==> config.mk <==
export PLATFORM = sky130hd
export DESIGN_NAME = p_mul_issuer_flat
export DESIGN_NICKNAME = d
export VERILOG_FILES = /design/src/rtl/p_mul_issuer_if.sv /design/src/rtl/p_mul_issuer.sv /design/src/flat_wrapper.sv
export SDC_FILE = /design/constraint.sdc
export NUM_CORES = 1
export LEC_CHECK = 0
export CAP_MARGIN = 20
export CORE_MARGIN = 2
export CORE_UTILIZATION = 46
export DETAILED_ROUTE_END_ITERATION = 8
export PLACE_DENSITY = 0.91
export SETUP_SLACK_MARGIN = 0.4
export SLEW_MARGIN = 20
export SYNTH_ARGS = -nofsm -noshare
export SYNTH_HDL_FRONTEND = slang
export SYNTH_SLANG_ARGS = --single-unit
==> constraint.sdc <==
create_clock -name clock -period 4.8 [get_ports clock]
set_clock_uncertainty 0.1 [all_clocks]
set_input_delay 0.48 -clock clock [delete_from_list [all_inputs] [get_ports clock]]
set_output_delay 0.48 -clock clock [all_outputs]
set_load 0.02 [all_outputs]
==> src/rtl/p_mul_issuer_if.sv <==
// Handshake bundles around the packed-multiplier issuer.
//   p_mul_req_if : execute-stage request (req_*) and response (rsp_*) channels.
//                  master = execute stage, slave = issuer.
//   p_mul_bus_if : issuer-to-multiplier valid/ready transaction port (mul_*).
//                  master = issuer, slave = packed multiplier.
interface p_mul_req_if;
  logic        req_valid;
  logic        req_ready;
  logic [1:0]  req_op;
  logic        req_clmul;
  logic [4:0]  req_pw;
  logic [31:0] req_crs1;
  logic [31:0] req_crs2;
  logic        rsp_valid;
  logic        rsp_ready;
  logic [31:0] rsp_lo;
  logic [31:0] rsp_hi;
  logic        rsp_err;

  modport master (
    output req_valid, req_op, req_clmul, req_pw, req_crs1, req_crs2, rsp_ready,
    input  req_ready, rsp_valid, rsp_lo, rsp_hi, rsp_err
  );

  modport slave (
    input  req_valid, req_op, req_clmul, req_pw, req_crs1, req_crs2, rsp_ready,
    output req_ready, rsp_valid, rsp_lo, rsp_hi, rsp_err
  );
endinterface

interface p_mul_bus_if;
  logic        mul_valid;
  logic        mul_ready;
  logic        mul_l;
  logic        mul_h;
  logic        mul_clmul;
  logic [4:0]  mul_pw;
  logic [31:0] mul_crs1;
  logic [31:0] mul_crs2;
  logic [31:0] mul_result;

  modport master (
    output mul_valid, mul_l, mul_h, mul_clmul, mul_pw, mul_crs1, mul_crs2,
    input  mul_ready, mul_result
  );

  modport slave (
    input  mul_valid, mul_l, mul_h, mul_clmul, mul_pw, mul_crs1, mul_crs2,
    output mul_ready, mul_result
  );
endinterface

==> src/rtl/p_mul_issuer.sv <==
// Initiator-side sequencer for the packed multiplier.
// Takes one multiply request, issues a low-word and/or high-word p_mul
// transaction, and returns the collected 64-bit result. Illegal requests
// (op==00 or pack width not one-hot) and multiplier timeouts end in an
// error response with both result words zero.
// Ports:
//   clock  : system clock
//   resetn : asynchronous active-low reset
//   req    : request/response channels (slave side)
//   mul    : p_mul valid/ready transaction port (master side)
//
// state    | meaning
// ---------+---------------------------------------------------------
// IDLE     | req_ready=1, waiting for a request
// ISSUE_LO | mul_valid=1 with mul_l=1, waiting for mul_ready
// ISSUE_HI | mul_valid=1 with mul_h=1, waiting for mul_ready
// RESP     | rsp_valid=1, holding result until rsp_ready
module p_mul_issuer #(
  parameter int unsigned TIMEOUT   = 200,
  parameter int unsigned TIMEOUT_W = 8    // must hold TIMEOUT-1
) (
  input  logic        clock,
  input  logic        resetn,
  p_mul_req_if.slave  req,
  p_mul_bus_if.master mul
);

  typedef enum logic [1:0] {
    IDLE     = 2'd0,
    ISSUE_LO = 2'd1,
    ISSUE_HI = 2'd2,
    RESP     = 2'd3
  } state_t;

  localparam logic [TIMEOUT_W-1:0] TMO_LOAD = TIMEOUT_W'(TIMEOUT - 1);

  state_t state_q, state_d;

  logic [1:0]           op_q;
  logic                 clmul_q;
  logic [4:0]           pw_q;
  logic [31:0]          crs1_q;
  logic [31:0]          crs2_q;
  logic [31:0]          rsp_lo_q;
  logic [31:0]          rsp_hi_q;
  logic                 err_q;
  logic [TIMEOUT_W-1:0] tmo_cnt_q;

  logic accept;
  logic req_bad;
  logic issuing;
  logic tmo_tc;
  logic load_tmo;

  assign accept   = (state_q == IDLE) && req.req_valid;
  assign req_bad  = (req.req_op == 2'b00) || !$onehot(req.req_pw);
  assign issuing  = (state_q == ISSUE_LO) || (state_q == ISSUE_HI);
  // Terminal count only fires when the multiplier did not answer this cycle,
  // so a late mul_ready still wins over the timeout.
  assign tmo_tc   = issuing && !mul.mul_ready && (tmo_cnt_q == '0);
  // Every transition into an issue state (including LO->HI) starts a fresh
  // timeout window.
  assign load_tmo = (state_d != state_q) &&
                    ((state_d == ISSUE_LO) || (state_d == ISSUE_HI));

  always_ff @(posedge clock or negedge resetn) begin
    if (!resetn) begin
      state_q <= IDLE;
    end else begin
      state_q <= state_d;
    end
  end

  always_comb begin
    state_d = state_q;
    case (state_q)
      IDLE: begin
        if (req.req_valid) begin
          if (req_bad)             state_d = RESP;
          else if (req.req_op[0])  state_d = ISSUE_LO;
          else                     state_d = ISSUE_HI;
        end
      end
      ISSUE_LO: begin
        if (mul.mul_ready)  state_d = op_q[1] ? ISSUE_HI : RESP;
        else if (tmo_tc)    state_d = RESP;
      end
      ISSUE_HI: begin
        if (mul.mul_ready || tmo_tc) state_d = RESP;
      end
      RESP: begin
        if (req.rsp_ready) state_d = IDLE;
      end
      default: state_d = IDLE;
    endcase
  end

  always_comb begin
    req.req_ready = 1'b0;
    req.rsp_valid = 1'b0;
    mul.mul_valid = 1'b0;
    mul.mul_l     = 1'b0;
    mul.mul_h     = 1'b0;
    case (state_q)
      IDLE:     req.req_ready = 1'b1;
      ISSUE_LO: begin
        mul.mul_valid = 1'b1;
        mul.mul_l     = 1'b1;
      end
      ISSUE_HI: begin
        mul.mul_valid = 1'b1;
        mul.mul_h     = 1'b1;
      end
      RESP:     req.rsp_valid = 1'b1;
      default: ;
    endcase
  end

  assign mul.mul_clmul = clmul_q;
  assign mul.mul_pw    = pw_q;
  assign mul.mul_crs1  = crs1_q;
  assign mul.mul_crs2  = crs2_q;
  assign req.rsp_lo    = rsp_lo_q;
  assign req.rsp_hi    = rsp_hi_q;
  assign req.rsp_err   = err_q;

  always_ff @(posedge clock or negedge resetn) begin
    if (!resetn) begin
      op_q     <= '0;
      clmul_q  <= 1'b0;
      pw_q     <= '0;
      crs1_q   <= '0;
      crs2_q   <= '0;
      rsp_lo_q <= '0;
      rsp_hi_q <= '0;
      err_q    <= 1'b0;
    end else begin
      if (accept) begin
        op_q     <= req.req_op;
        clmul_q  <= req.req_clmul;
        pw_q     <= req.req_pw;
        crs1_q   <= req.req_crs1;
        crs2_q   <= req.req_crs2;
        rsp_lo_q <= '0;
        rsp_hi_q <= '0;
        err_q    <= req_bad;
      end else if (issuing) begin
        if (mul.mul_ready) begin
          if (state_q == ISSUE_LO) rsp_lo_q <= mul.mul_result;
          else                     rsp_hi_q <= mul.mul_result;
        end else if (tmo_tc) begin
          // A timed-out request reports nothing, even a low word already
          // collected.
          rsp_lo_q <= '0;
          rsp_hi_q <= '0;
          err_q    <= 1'b1;
        end
      end
    end
  end

  // Down-counter: loaded with TIMEOUT-1 on entry, terminal count at zero,
  // which gives exactly TIMEOUT cycles of mul_valid before the abort.
  always_ff @(posedge clock or negedge resetn) begin
    if (!resetn) begin
      tmo_cnt_q <= '0;
    end else if (load_tmo) begin
      tmo_cnt_q <= TMO_LOAD;
    end else if (issuing && !mul.mul_ready && (tmo_cnt_q != '0)) begin
      tmo_cnt_q <= tmo_cnt_q - TIMEOUT_W'(1);
    end
  end

endmodule

==> src/flat_wrapper.sv <==
// flat-port wrapper written by rule: the top's interface ports become plain ports
module p_mul_issuer_flat 
#(
  parameter int unsigned TIMEOUT   = 200,
  parameter int unsigned TIMEOUT_W = 8                          
)
  (clock, resetn, req_req_valid, req_req_op, req_req_clmul, req_req_pw, req_req_crs1, req_req_crs2, req_rsp_ready, req_req_ready, req_rsp_valid, req_rsp_lo, req_rsp_hi, req_rsp_err, mul_mul_valid, mul_mul_l, mul_mul_h, mul_mul_clmul, mul_mul_pw, mul_mul_crs1, mul_mul_crs2, mul_mul_ready, mul_mul_result);
  p_mul_req_if req_i ();
  p_mul_bus_if mul_i ();
  input  logic clock;
  input  logic resetn;
  input wire logic [$bits(req_i.req_valid)-1:0] req_req_valid;
  input wire logic [$bits(req_i.req_op)-1:0] req_req_op;
  input wire logic [$bits(req_i.req_clmul)-1:0] req_req_clmul;
  input wire logic [$bits(req_i.req_pw)-1:0] req_req_pw;
  input wire logic [$bits(req_i.req_crs1)-1:0] req_req_crs1;
  input wire logic [$bits(req_i.req_crs2)-1:0] req_req_crs2;
  input wire logic [$bits(req_i.rsp_ready)-1:0] req_rsp_ready;
  output wire logic [$bits(req_i.req_ready)-1:0] req_req_ready;
  output wire logic [$bits(req_i.rsp_valid)-1:0] req_rsp_valid;
  output wire logic [$bits(req_i.rsp_lo)-1:0] req_rsp_lo;
  output wire logic [$bits(req_i.rsp_hi)-1:0] req_rsp_hi;
  output wire logic [$bits(req_i.rsp_err)-1:0] req_rsp_err;
  output wire logic [$bits(mul_i.mul_valid)-1:0] mul_mul_valid;
  output wire logic [$bits(mul_i.mul_l)-1:0] mul_mul_l;
  output wire logic [$bits(mul_i.mul_h)-1:0] mul_mul_h;
  output wire logic [$bits(mul_i.mul_clmul)-1:0] mul_mul_clmul;
  output wire logic [$bits(mul_i.mul_pw)-1:0] mul_mul_pw;
  output wire logic [$bits(mul_i.mul_crs1)-1:0] mul_mul_crs1;
  output wire logic [$bits(mul_i.mul_crs2)-1:0] mul_mul_crs2;
  input wire logic [$bits(mul_i.mul_ready)-1:0] mul_mul_ready;
  input wire logic [$bits(mul_i.mul_result)-1:0] mul_mul_result;
  assign req_i.req_valid = req_req_valid;
  assign req_i.req_op = req_req_op;
  assign req_i.req_clmul = req_req_clmul;
  assign req_i.req_pw = req_req_pw;
  assign req_i.req_crs1 = req_req_crs1;
  assign req_i.req_crs2 = req_req_crs2;
  assign req_i.rsp_ready = req_rsp_ready;
  assign req_req_ready = req_i.req_ready;
  assign req_rsp_valid = req_i.rsp_valid;
  assign req_rsp_lo = req_i.rsp_lo;
  assign req_rsp_hi = req_i.rsp_hi;
  assign req_rsp_err = req_i.rsp_err;
  assign mul_mul_valid = mul_i.mul_valid;
  assign mul_mul_l = mul_i.mul_l;
  assign mul_mul_h = mul_i.mul_h;
  assign mul_mul_clmul = mul_i.mul_clmul;
  assign mul_mul_pw = mul_i.mul_pw;
  assign mul_mul_crs1 = mul_i.mul_crs1;
  assign mul_mul_crs2 = mul_i.mul_crs2;
  assign mul_i.mul_ready = mul_mul_ready;
  assign mul_i.mul_result = mul_mul_result;
  p_mul_issuer #(.TIMEOUT(TIMEOUT), .TIMEOUT_W(TIMEOUT_W)) u_core (.clock(clock), .resetn(resetn), .req(req_i), .mul(mul_i));
endmodule
==> results of run 1 <==
[power by group]
group,internal [W],switching (W)
logic,0.00164,0.00181
registers,0.00181,0.000336
clock network,0.000798,0.000485
total,0.00425,0.00263
[synth_stat cells (all sizes together) (5+ instances only)]
| cell type | count | area [µm²] |
|---|---|---|
| dfrtp | 146 | 3650 |
| nand2 | 102 | 383 |
| mux2 | 70 | 788 |
| o21ai | 66 | 428 |
| clkbuf | 14 | 72.6 |
| buf | 11 | 110 |
| inv | 10 | 37.5 |
| nand3 | 9 | 45.0 |
| ha | 8 | 100 |
| nor2 | 7 | 26.3 |
| nor3 | 7 | 35.0 |
| a21oi | 5 | 32.5 |
[metal layers]
layer,vias to the layer above,wire (µm),GRT usage (%)
li1,2189,-,-
met1,2269,5820,25.8
met2,211,8660,43.3
met3,34,1530,9.70
met4,0,436,10.3
met5,-,0,0
[state kept, by name (all words and copies together), names as in the netlist]
signal	count
u_core.mul.mul_clmul	1
u_core.state_q	2
u_core.mul.mul_crs1	32
u_core.mul.mul_crs2	32
u_core.req.rsp_hi	32
u_core.req.rsp_err	1
u_core.tmo_cnt_q	8
u_core.op_q	1
u_core.req.rsp_lo	32
u_core.mul.mul_pw	5
[kinds of logic after synthesis]
| family | count (synthesis) |
|---|---|
| buffers and inverters | 35 |
| multiplexers | 70 |
| AO/OA/AOI/OAI | 84 |
| AND/OR/NAND/NOR | 140 |
| XOR/XNOR | 5 |
| flip-flops | 146 |
| adder cells (fa/ha/maj) | 10 |
[through the flow]
step | hold slack, ps | worst slack [ps]
after CTS | 119 | 1590
after detailed placement | 366 | 1150
after global placement | 362 | 1270
after floorplan | 84.4 | 1820
final | 86.1 | 1580
after global routing | 164 | 1480
[worst max-delay path, delay by kind of cell]
family / cells / cell delay [ps]
adder cells (fa/ha/maj): 3 / 1140
buffers and inverters: 2 / 530
AND/OR/NAND/NOR: 3 / 580
AO/OA/AOI/OAI: 2 / 670
[area by class of cell]
cell class                      count  area [µm²]  share of cell area [%]
Sequential cell                   146        3650                    39.5
Timing Repair Buffer              254        2550                    27.6
Multi-Input combinational cell    309        2210                    23.9
Clock buffer                       21         470                    5.09
Tap cell                          172         215                    2.33
Clock inverter                      9         108                    1.16
Inverter                           10        37.5                   0.406
[cell usage in the layout, fill, tap and decap left out, drive strengths merged, types with 3 or more instances in the layout]
master | Yosys | layout
clkdlybuf4s50 | 0 | 247
dfrtp | 146 | 146
nand2 | 102 | 102
mux2 | 70 | 70
o21ai | 66 | 66
clkbuf | 14 | 21
inv | 10 | 10
nand3 | 9 | 9
ha | 8 | 8
nor2 | 7 | 7
nor3 | 7 | 7
buf | 11 | 7
a21oi | 5 | 5
clkinv | 0 | 5
nor4 | 4 | 4
xnor2 | 3 | 3
[worst max-delay path by stage]
| stage | start | to | slack (ps) | depth (start not counted) |
|---|---|---|---|---|
| floorplan | req_req_pw[0] | u_core.tmo_cnt_q[2] | 1820 | 9 |
| global placement | req_req_pw[0] | u_core.tmo_cnt_q[2] | 1270 | 10 |
| detailed placement | req_req_pw[1] | u_core.tmo_cnt_q[2] | 1150 | 10 |
| CTS | req_req_pw[1] | u_core.tmo_cnt_q[2] | 1590 | 10 |
| global route | req_req_pw[1] | u_core.tmo_cnt_q[2] | 1480 | 10 |
| finish | req_req_pw[1] | u_core.tmo_cnt_q[2] | 1580 | 10 |
==> out/results.ini, run 1 <==
[flow_run]
cap_violations=0

[worst_setup_path]
cp-end-kind=flop
rr_worst_depth=8
path_cells=clkdlybuf4s50_1, ha_1, fa_1, inv_1, fa_1, nand3_1, nor4_1, a311o_1, o221a_2, or3_1
regToRegSetupSlack_ps=1860
start_kind=input pin
critPathSlowestCell=clkdlybuf4s50_1
regToRegEndpoint=u_core.req.rsp_lo[17]
worstReg2RegStart=u_core.state_q[0]
cp.required_ps=4990
path_class=input pin to flop
worst_path_most_repeated_cell=fa_1
critPathMaxStageDelay_ps=440
cp_data_arrival_time_ps=3410
crit_path_max_fanout=5

[cts]
cts_tree=yes
post_cts_buffers=0
cts_resized=0
holdBufCountCts=0
cts_root_buffer=clkbuf_16
clock_latency_ps=410
clock_sinks=146
cts_buffers=17
clk_pin_slew_ps=60
clockBufferDepth=2
htreeDepth=4

[place]
dp_cells=890
post-dp-hpwl_um=12000
portBuffers=248
gp_congestion=0.850
place_area_um2=8630

[finish]
area_growth_pct=52.4
utilization_pct=72.6
num-fill-cells=860
final_net_count=857
drive_gt1_share_pct=19.5
layout.cells.non_filler=921
diodes=0
fin_area_um2=9240

[routing]
ant_nets=0
wirelength_um=16400
drc=0
vias_per_cell=5.11
wl_per_cell_um=17.9
drt_iter0_drc=406
drt_pre_antenna_iters=4
dr_total_vias=4703

[global_routing]
grt_pass1_wl_um=26900
grt_pass1_vias=5158
grt_antenna_before_repair=0
grt_start_max_net_pins=106
track_usage_pct=24.5
overflow=0

[sta]
hold_violations=0
fin_crit_sh_pct=67.1
slew_headroom_pct=37.0
report.final.slew_viol_count=0
setup_viol=0
max_freq_mhz=310
rsz0062_at_grt=false
tightest_slew_ps=945
fin_tns_setup_ps=0
fin_crit_ps=3220

[status]
status=finished clean

[floorplanning]
core_area_um2=12700
fp.dieArea_um2=14100
io_pins=249
rows=41
initial_utilization_pct=47.6
die_y_um=119
die-width_um=119

[synth]
synth_top_family_by_area=multiplexers
synth-async-reset-ratio_pct=100
synth_area_um2=6060
syn_nets=609
yosysSeqAreaShare_pct=60.3
synth_ff_type=dfrtp_1
synth-seq-cells=146
yosys_warnings=0
synth-edff-count=0
syn_inst=490
syn_area_per_cell_um2=12.4
synth_xor_area_share_pct=0.722
ys_types=44
synth_fa_ha_area_share_pct=2.31
synthMuxAreaShare_pct=13.0
synth_compound_area_share_pct=9.58
yosys.area_share.simple_pct=10.5

[min_path]
hold_path_class=input pin to asynchronous set/reset pin

[pwr]
power_density_nw_per_um2=745
ir_drop_mv=0.495
power_w=0.00688
leakage_nw=3.92

(Power assumes the default switching activity.)
==> run 2, diff against run 1 <==
--- a/config.mk
+++ b/config.mk
@@ -7,9 +7,9 @@
 export LEC_CHECK = 0
 export CAP_MARGIN = 20
 export CORE_MARGIN = 2
-export CORE_UTILIZATION = 46
+export CORE_UTILIZATION = 43
 export DETAILED_ROUTE_END_ITERATION = 8
-export PLACE_DENSITY = 0.91
+export PLACE_DENSITY = 0.86
 export SETUP_SLACK_MARGIN = 0.4
 export SLEW_MARGIN = 20
 export SYNTH_ARGS = -nofsm -noshare
==> constraint.sdc (replaced) <==
create_clock -name clock -period 3.15 [get_ports clock]
set_clock_uncertainty 0.1 [all_clocks]
set_input_delay 0.315 -clock clock [delete_from_list [all_inputs] [get_ports clock]]
set_output_delay 0.315 -clock clock [all_outputs]
set_load 0.02 [all_outputs]
==> out/results.ini, run 2 (synthesis results as in run 1) <==
[routing]
met2_length_um=8460  ; -2.3%
drt_iter0_drc=228  ; -44%
drc=0  ; unchanged
vias_per_cell=5.05  ; -1.0%
wl_met3_um=1380  ; -10%
wirelength_um=16700  ; +1.6%
wl_per_cell_um=17.8  ; -0.24%
dr_total_vias=4740  ; +0.79%
drt_pre_antenna_iters=4  ; unchanged
ant_nets=0  ; unchanged
met1_length_um=6410  ; +10%
top_layer=met5

[worst_setup_path]
setup.worst_path.start=u_core.state_q[1]
critPathSlowestCell=clkdlybuf4s50_1
cp_data_arrival_time_ps=2290  ; -1120 ps
path_cells=inv_1, ha_1, clkdlybuf4s50_1
cp-end-kind=output port
critical_path.top_delay_family=buffers and inverters
critPathMaxStageDelay_ps=690  ; +250 ps
start_kind=flop
crit_path_max_fanout=7  ; +2
path_class=flop to output port
worstReg2RegStart=u_core.state_q[0]
cp.required_ps=2730  ; -2260 ps
worstPathBufferInverterCount=2  ; unchanged

[min_path]
hp-start=req_req_pw[2]
hold_path_class=input pin to flop

[sta]
setup_viol=0  ; unchanged
tightest_slew_ps=838  ; -106 ps
max_freq_mhz=370
fin_crit_ps=2700
report.final.slew_viol_count=0  ; unchanged
fin_crit_sh_pct=85.7
rsz0062_at_grt=true
hold_violations=0  ; unchanged
slew_headroom_pct=44.1  ; +7.1 points

[floorplanning]
rows=43  ; +4.9%
die-width_um=123  ; +3.3%
io_pins=249  ; unchanged
initial_utilization_pct=43.8  ; -3.8 points
fp.dieArea_um2=15100  ; +6.7%
die_y_um=123  ; +3.3%
core_area_um2=13800  ; +8.7%

[cts]
htreeDepth=4  ; unchanged
clock_latency_ps=420  ; about the same
clockBufferDepth=2  ; unchanged
cts_buffers=17  ; unchanged
cts_tree=yes
cts_root_buffer=clkbuf_16
clock_sinks=146  ; unchanged
clk_pin_slew_ps=60  ; about the same

[pwr]
power_density_nw_per_um2=1140  ; +53%
power_w=0.0107  ; +56%
leakage_nw=3.97  ; +1.3%
ir_drop_mv=0.629  ; +27%

[global_routing]
grt_pass1_vias=5039  ; -2.3%
grt_pass1_wl_um=25600  ; -5.0%
track_usage_pct=22.4  ; -2.1 points
grt_start_max_net_pins=71  ; -33%
overflow=0  ; unchanged
grt_antenna_before_repair=1  ; +1

[finish]
num-fill-cells=949  ; +10%
layout.cells.non_filler=938  ; +1.8%
area_growth_pct=55.0
final_net_count=865  ; +0.93%
fin_area_um2=9400  ; +1.7%
multi_input_area_um2=2260  ; +2.4%
diodes=0  ; unchanged
register_area_um2=3650  ; about the same
layout_common_cells=clkdlybuf4s50_1, dfrtp_1, nand2_1, mux2_2, o21ai_1
mostFrequentLayoutCell=clkdlybuf4s50_1
drive_gt1_share_pct=21.2  ; +1.7 points

[place]
portBuffers=248  ; unchanged
gp_congestion=0.844  ; -0.71%
dp_cells=903  ; +1.5%
place_area_um2=8720  ; +1.0%
post-dp-hpwl_um=11900  ; -0.86%

[flow_run]
cap_violations=0  ; unchanged

[status]
status=finished clean

run 2: what timing repair did:
item	in CTS	in global routing
endpoints found under the setup margin	25	21
hold endpoints to repair	49	0
gates cloned	0	1
setup buffers	2	0
pin swaps	5	0
hold buffers	1	0
gates resized for setup	9	2
run 2: power breakdown:
part / internal, W / leakage (nW) / switching, W
Sequential: 0.00276 / 1.80 / 0.000515
Clock: 0.00130 / 0.284 / 0.000744
Combinational: 0.00256 / 1.88 / 0.00283
Total: 0.00663 / 3.97 / 0.00409
run 2: stage by stage:
| step | setup TNS (ps) | hold slack (ps) | util (%) | setup slack, ps |
|---|---|---|---|---|
| floorplan | 0 | -80.6 | - | 405 |
| global placement | -390 | 187 | 63.1 | -89.1 |
| detailed placement | -946 | 200 | 63.1 | -162 |
| CTS | 0 | 228 | 67.9 | 433 |
| global route | 0 | 241 | 68.0 | 319 |
| finish | 0 | 238 | 68.0 | 449 |
run 2: layout make-up:
| type | count | area share (%) |
|---|---|---|
| sequential | 146 | 38.9 |
| clock buffer | 22 | 5.05 |
| inverter | 10 | 0.399 |
| timing repair buffer | 261 | 27.8 |
| clock inverter | 9 | 1.38 |
| multi-input combinational | 310 | 24.0 |
| tap | 180 | 2.40 |
run 2: final timing paths:
path | to | slack, ps | cells after the start
max | mul_mul_valid | 450 | 3
min | u_core.mul.mul_pw[2] | 240 | 2
max reg2reg | u_core.tmo_cnt_q[6] | 470 | 8
min reg2reg | u_core.req.rsp_hi[22] | 380 | 2
max in group asynchronous | u_core.req.rsp_hi[12] | 1830 | 3
min in group asynchronous | u_core.mul.mul_crs2[21] | 310 | 2
run 2: per-layer routing:
metal / global-route usage (%) / vias up
met5: 0 / -
met4: 9.63 / 2
met3: 8.18 / 37
met2: 37.7 / 199
met1: 25.5 / 2298
li1: - / 2204
